### src/rtl/fetch_pc_unit_if.sv
// Instruction-memory request/response channel between the fetch unit and imem.
// One request outstanding at a time; rdata qualified by rvalid.
interface fetch_pc_unit_if;
    logic        imem_req;
    logic [31:0] imem_addr;
    logic        imem_gnt;
    logic        imem_rvalid;
    logic [31:0] imem_rdata;

    modport master (
        output imem_req,
        output imem_addr,
        input  imem_gnt,
        input  imem_rvalid,
        input  imem_rdata
    );

    modport slave (
        input  imem_req,
        input  imem_addr,
        output imem_gnt,
        output imem_rvalid,
        output imem_rdata
    );
endinterface

### src/rtl/fetch_pc_unit.sv
// RV32I fetch front end: owns the PC, issues single-outstanding imem requests,
// presents fetched instructions to IF/ID and applies execute-stage redirects.
module fetch_pc_unit #(
    parameter logic [31:0] RESET_PC = 32'h0000_0000,
    parameter int unsigned CNT_W    = 16
) (
    input  logic               clk,
    input  logic               rst_n,
    input  logic               stall_f,
    input  logic               pcsrc_e,
    input  logic [31:0]        pc_target_e,
    fetch_pc_unit_if.master    imem,
    output logic [31:0]        instr_f,
    output logic [31:0]        pc_f,
    output logic [31:0]        pc_plus4_f,
    output logic               instr_valid_f,
    output logic               flush_d,
    output logic               flush_e,
    output logic               misalign_err,
    output logic [CNT_W-1:0]   redirect_cnt
);

    localparam logic [1:0] S_BOOT = 2'd0;
    localparam logic [1:0] S_REQ  = 2'd1;
    localparam logic [1:0] S_WAIT = 2'd2;
    localparam logic [1:0] S_HOLD = 2'd3;

    logic [1:0]  state;
    logic [31:0] pc;
    logic [31:0] instr_q;
    logic [31:0] pc_q;
    logic        drop;
    logic        redirect;
    logic [31:0] target_aligned;

    function automatic logic [CNT_W-1:0] sat_inc(input logic [CNT_W-1:0] v);
        return (&v) ? v : v + CNT_W'(1);
    endfunction

    // Redirects are meaningless until the first fetch has been set up.
    assign redirect       = pcsrc_e && (state != S_BOOT);
    assign target_aligned = {pc_target_e[31:2], 2'b00};

    assign imem.imem_req  = (state == S_REQ) && !pcsrc_e;
    assign imem.imem_addr = pc;
    assign instr_valid_f  = (state == S_HOLD);
    assign instr_f        = instr_q;
    assign pc_f           = pc_q;
    assign pc_plus4_f     = pc_q + 32'd4;
    assign flush_d        = redirect;
    assign flush_e        = redirect;

    always_ff @(posedge clk) begin
        if (!rst_n) begin
            state        <= S_BOOT;
            pc           <= RESET_PC;
            instr_q      <= '0;
            pc_q         <= RESET_PC;
            drop         <= 1'b0;
            misalign_err <= 1'b0;
            redirect_cnt <= '0;
        end else begin
            if (redirect) begin
                redirect_cnt <= sat_inc(redirect_cnt);
                if (pc_target_e[1:0] != 2'b00) misalign_err <= 1'b1;
            end

            case (state)
                S_BOOT: state <= S_REQ;
                S_REQ: begin
                    if (redirect) begin
                        pc <= target_aligned;
                    end else if (imem.imem_gnt) begin
                        state <= S_WAIT;
                        drop  <= 1'b0;
                    end
                end
                S_WAIT: begin
                    // A redirect while waiting marks the in-flight response as wrong-path.
                    if (imem.imem_rvalid) begin
                        if (!drop && !redirect) begin
                            instr_q <= imem.imem_rdata;
                            pc_q    <= pc;
                            state   <= S_HOLD;
                        end else begin
                            if (redirect) pc <= target_aligned;
                            state <= S_REQ;
                        end
                    end else if (redirect) begin
                        pc   <= target_aligned;
                        drop <= 1'b1;
                    end
                end
                S_HOLD: begin
                    if (redirect) begin
                        pc    <= target_aligned;
                        state <= S_REQ;
                    end else if (!stall_f) begin
                        pc    <= pc_q + 32'd4;
                        state <= S_REQ;
                    end
                end
                default: state <= S_BOOT;
            endcase
        end
    end

endmodule
### src/flat_wrapper.sv
// flat-port wrapper written by rule: the top's interface ports become plain ports
module fetch_pc_unit_flat 
#(
    parameter logic [31:0] RESET_PC = 32'h0000_0000,
    parameter int unsigned CNT_W    = 16
)
  (clk, rst_n, stall_f, pcsrc_e, pc_target_e, instr_f, pc_f, pc_plus4_f, instr_valid_f, flush_d, flush_e, misalign_err, redirect_cnt, imem_imem_req, imem_imem_addr, imem_imem_gnt, imem_imem_rvalid, imem_imem_rdata);
  fetch_pc_unit_if imem_i ();
  input  logic clk;
  input  logic rst_n;
  input  logic stall_f;
  input  logic pcsrc_e;
  input  logic [31:0] pc_target_e;
  output logic [31:0] instr_f;
  output logic [31:0] pc_f;
  output logic [31:0] pc_plus4_f;
  output logic instr_valid_f;
  output logic flush_d;
  output logic flush_e;
  output logic misalign_err;
  output logic [CNT_W-1:0] redirect_cnt;
  output wire logic [$bits(imem_i.imem_req)-1:0] imem_imem_req;
  output wire logic [$bits(imem_i.imem_addr)-1:0] imem_imem_addr;
  input wire logic [$bits(imem_i.imem_gnt)-1:0] imem_imem_gnt;
  input wire logic [$bits(imem_i.imem_rvalid)-1:0] imem_imem_rvalid;
  input wire logic [$bits(imem_i.imem_rdata)-1:0] imem_imem_rdata;
  assign imem_imem_req = imem_i.imem_req;
  assign imem_imem_addr = imem_i.imem_addr;
  assign imem_i.imem_gnt = imem_imem_gnt;
  assign imem_i.imem_rvalid = imem_imem_rvalid;
  assign imem_i.imem_rdata = imem_imem_rdata;
  fetch_pc_unit #(.RESET_PC(RESET_PC), .CNT_W(CNT_W)) u_core (.clk(clk), .rst_n(rst_n), .stall_f(stall_f), .pcsrc_e(pcsrc_e), .pc_target_e(pc_target_e), .imem(imem_i), .instr_f(instr_f), .pc_f(pc_f), .pc_plus4_f(pc_plus4_f), .instr_valid_f(instr_valid_f), .flush_d(flush_d), .flush_e(flush_e), .misalign_err(misalign_err), .redirect_cnt(redirect_cnt));
endmodule
### config.mk
export PLATFORM = sky130hd
export DESIGN_NAME = fetch_pc_unit_flat
export DESIGN_NICKNAME = d
export VERILOG_FILES = /design/src/rtl/fetch_pc_unit_if.sv /design/src/rtl/fetch_pc_unit.sv /design/src/flat_wrapper.sv
export SDC_FILE = /design/constraint.sdc
export NUM_CORES = 1
export LEC_CHECK = 0
export CELL_PAD_IN_SITES_DETAIL_PLACEMENT = 1
export CELL_PAD_IN_SITES_GLOBAL_PLACEMENT = 2
export CORE_MARGIN = 1.5
export CORE_UTILIZATION = 23
export CTS_CLUSTER_DIAMETER = 80
export CTS_CLUSTER_SIZE = 16
export DETAILED_ROUTE_END_ITERATION = 10
export PLACE_DENSITY_LB_ADDON = 0.1
export RECOVER_POWER = 100
export SLEW_MARGIN = 25
export SYNTH_ARGS = -nofsm -noshare
export SYNTH_HDL_FRONTEND = slang
export SYNTH_SLANG_ARGS = --single-unit
### constraint.sdc
create_clock -name clk -period 3.5 [get_ports clk]
set_input_delay 1.05 -clock clk [delete_from_list [all_inputs] [get_ports clk]]
set_output_delay 1.05 -clock clk [all_outputs]
set_load 0.05 [all_outputs]
==> results by group <==
Run status
  • Status: completed

STA
  • Worst Skew: 0.0126 ns
  • Worst Tran Pin Value: 1.21 ns
  • Final Slew Violations: 0
  • Final Hold Viols: 0
  • Final WS setup: 0.0128 ns
  • Final setup viols: 0
  • Final period utilization: 0.996
  • Slew headroom: 0.193
  • RSZ-0062 raised after global routing: true
  • Final hold slack: 0.449 ns
  • Final min period: 3.49 ns
  • FMAX: 0.287 GHz

Global route
  • First-pass GRT wire length: 34,700 um
  • Total grt overflow: 0
  • Initial antenna violation count: 0
  • Vias in the first global route: 5,943
  • Largest net degree at the start of global routing: 65
  • Tot GR Track Use: 0.187

Floorplanning
  • Area of the die: 24,200 um2
  • DIE WIDTH: 155 um
  • Boundary Pins: 219
  • Starting density of the core: 0.235
  • Floorplan row count: 55
  • Core Area: 22,700 um2
  • Chip height: 155 um

Placed design
  • Dpl cells: 1,165
  • Routability cong.: 0.765
  • I/O Buffers: 218
  • Hpwl dp: 15,800 um
  • DP Worst Slack: 0.190 ns

Synthesis
  • Cell Area, Synth: 5350 um2
  • Count of state elements after synthesis: 116
  • Main synth FF type: dfxtp_1
  • Warnings from Yosys: 0
  • Cell taking the most area after synthesis: dfxtp_1
  • Post-synth net total: 764
  • Post-synth EDFFs: 0
  • Synth area leaders: dfxtp_1 43%, nand2_1 12%, a21oi_1 7.6%, xor2_1 3.6%, nor2_1 2.9%
  • Mapped Cells: 687
  • Yosys cell types: 54
  • Asr flop ratio synth: 0
  • Synth top area share: 0.434
  • Sequential area share after synthesis: 0.434
  • Synth Area per Inst: 7.78 um2

Worst setup path
  • Worst-path fanout max: 8
  • CP Class: flip-flop to output port
  • Worst r2r src: u_core.state[0]
  • FF-to-FF path depth: 9
  • Slowest-stage cell, CP: or4_4
  • CP cell instances: ha_4, nand3_4, or4_4, or4_4, xnor2_4, buf_12
  • Worst Path Required: 2.45 ns
  • CP Buf/Inv Count: 1
  • Max stage delay on crit path: 0.57 ns
  • Critical Path AT: 2.44 ns
  • R2R Setup Slk: 0.57 ns
  • Crit start category: flip-flop
  • Critical R2R Capture: u_core.imem.imem_addr[4]
  • Most common cell on crit path: or4_4
  • Top delay family on crit path: simple AND/OR/NAND/NOR gates
  • CP endpoint kind: output port

Finish
  • Share of layout cells above drive strength 1: 0.155
  • Fin nets: 983
  • Commonest non-fill, non-tap cell in the layout: nand2_1
  • Area grow syn2layout: 67.1%
  • Most frequent cells in the layout: 167 x nand2_1, 100 x dlygate4sd3_1, 99 x dfxtp_1
  • Fillers: 2,660
  • Antenna Cells: 0
  • Final Non-Filler Cells: 1,204

Job
  • Maxcap violations: 0

Route
  • Routed WL: 22,200 um
  • DR pass1 iterations: 4
  • Number of DRC markers in iteration 0: 192
  • Routed vias: 5,687
  • Vias/cell: 4.72
  • Antenna-violating nets left: 0
  • Routed wire length per instance: 18.5 um
  • DR DRC count: 0

Power and ir drop
  • Power density cells: 455 nW/um2
  • Int Power: 2.82 mW
  • VDD IR max: 0.000327 V
  • Power share of the sequential group: 0.355
  • Clock Power Share: 0.442
  • Tot Pwr: 4.07 mW
  • Sw power: 1.25 mW
  • Lkg Pwr: 3.56 nW
  • Switch share: 0.307
  • Logic pwr share: 0.203

Clock network
  • Num CTS Buffers: 17
  • Root Buffer Master: clkbuf_16
  • CTS tree: yes
  • H-tree Lvls: 4
  • Hold-fix buffers, CTS: 0
  • Clk_lat worst skew: 0.41 ns
  • Clk pin slew, worst setup/hold paths: 0.06 ns
  • Clock tree buffer depth: 2
  • Clock Sinks: 116

Hold path
  • Hold EP: u_core.misalign_err
  • Hold WC Path Type: flip-flop to flip-flop
  • Hold path depth: 2
  • Hold wc startpoint: u_core.misalign_err
[worst reg2reg max path, delay by kind of cell (launching register included)]
kind | cells | cell delay [ns]
flip-flops | 1 | 0.34
buffers and inverters | 3 | 1.21
AO/OA/AOI/OAI | 1 | 0.13
AND/OR/NAND/NOR | 4 | 0.93
adder cells (fa/ha/maj) | 1 | 0.23
[registers in the layout, summed over array words and instances (netlist names)]
signal / count
u_core.imem.imem_addr: 32
u_core.redirect_cnt: 16
u_core.instr_f: 32
u_core.drop: 1
u_core.pc_f: 32
u_core.state: 2
u_core.misalign_err: 1
[per-stage QoR]
step | utilization | TNS (ns) | instance area, um2
5_1_grt | 0.393 | -0.184 | 8930
3_3_place_gp | 0.360 | 0 | 8170
3_5_place_dp | 0.360 | 0 | 8170
2_1_floorplan | - | 0 | 5430
6_report | 0.393 | 0 | 8930
4_1_cts | 0.390 | -0.0460 | 8860
[worst max-delay path by stage]
stage,endpoint,cells after the start,from,slack [ns]
CTS,pc_plus4_f[30],6,u_core.pc_f[2],-0.05
finish,pc_plus4_f[30],6,u_core.pc_f[2],0.01
detailed placement,pc_plus4_f[30],6,u_core.pc_f[2],0.19
global placement,pc_plus4_f[31],5,u_core.pc_f[10],0.27
global route,pc_plus4_f[30],6,u_core.pc_f[2],-0.08
floorplan,flush_e,5,pcsrc_e,0.0007
[logic make-up after synthesis]
group,count (synthesis),synth area share
xor+xnor,32,0.0538
mux,7,0.0133
flops,116,0.434
compound gates,148,0.161
fa+ha+maj,7,0.0164
buf+inv,60,0.0461
simple gates,317,0.276
[cells in the mapped netlist, drive strengths merged (4+ instances only)]
master    n
a21oi    81
o21ai    32
nor2     42
clkbuf   41
nand3    28
xor2     22
mux2i     6
nand4    11
dfxtp   116
xnor2    10
or3       5
buf       6
nor4      8
inv      13
nor3     20
or4       4
and4      5
and3      5
o21a     13
ha        7
nand2   168
o211ai    4
or2       5
[power groups by stage]
stage	registers, mW	logic [mW]	clock network [mW]
after floorplan	1.69	0.272	0
after global placement	1.48	0.844	0
after detailed placement	1.48	0.860	0
after CTS	1.45	0.863	1.85
after global routing	1.45	0.879	1.92
final	1.44	0.825	1.80
[metal layers]
layer	wire length, um	track usage
met1	10300	0.241
met2	10400	0.305
met3	1340	0.0518
met4	268	0.0517
met5	0	0
[cell type report]
class                           count  area (um2)  area share
Timing Repair Buffer              247        2620       0.293
Inverter                           13        50.0     0.00560
Clock buffer                       19         443      0.0496
Sequential cell                   116        2370       0.265
Tap cell                          285         357      0.0399
Multi-Input combinational cell    511        2940       0.329
Clock inverter                     13         159      0.0178
[repair_timing]
item	in CTS	in global routing
buffers inserted	2	5
endpoints found under the setup margin	12	14
pin swaps	2	8
gates resized for setup	18	14
No activity file was read; power rests on OpenSTA's default activity.
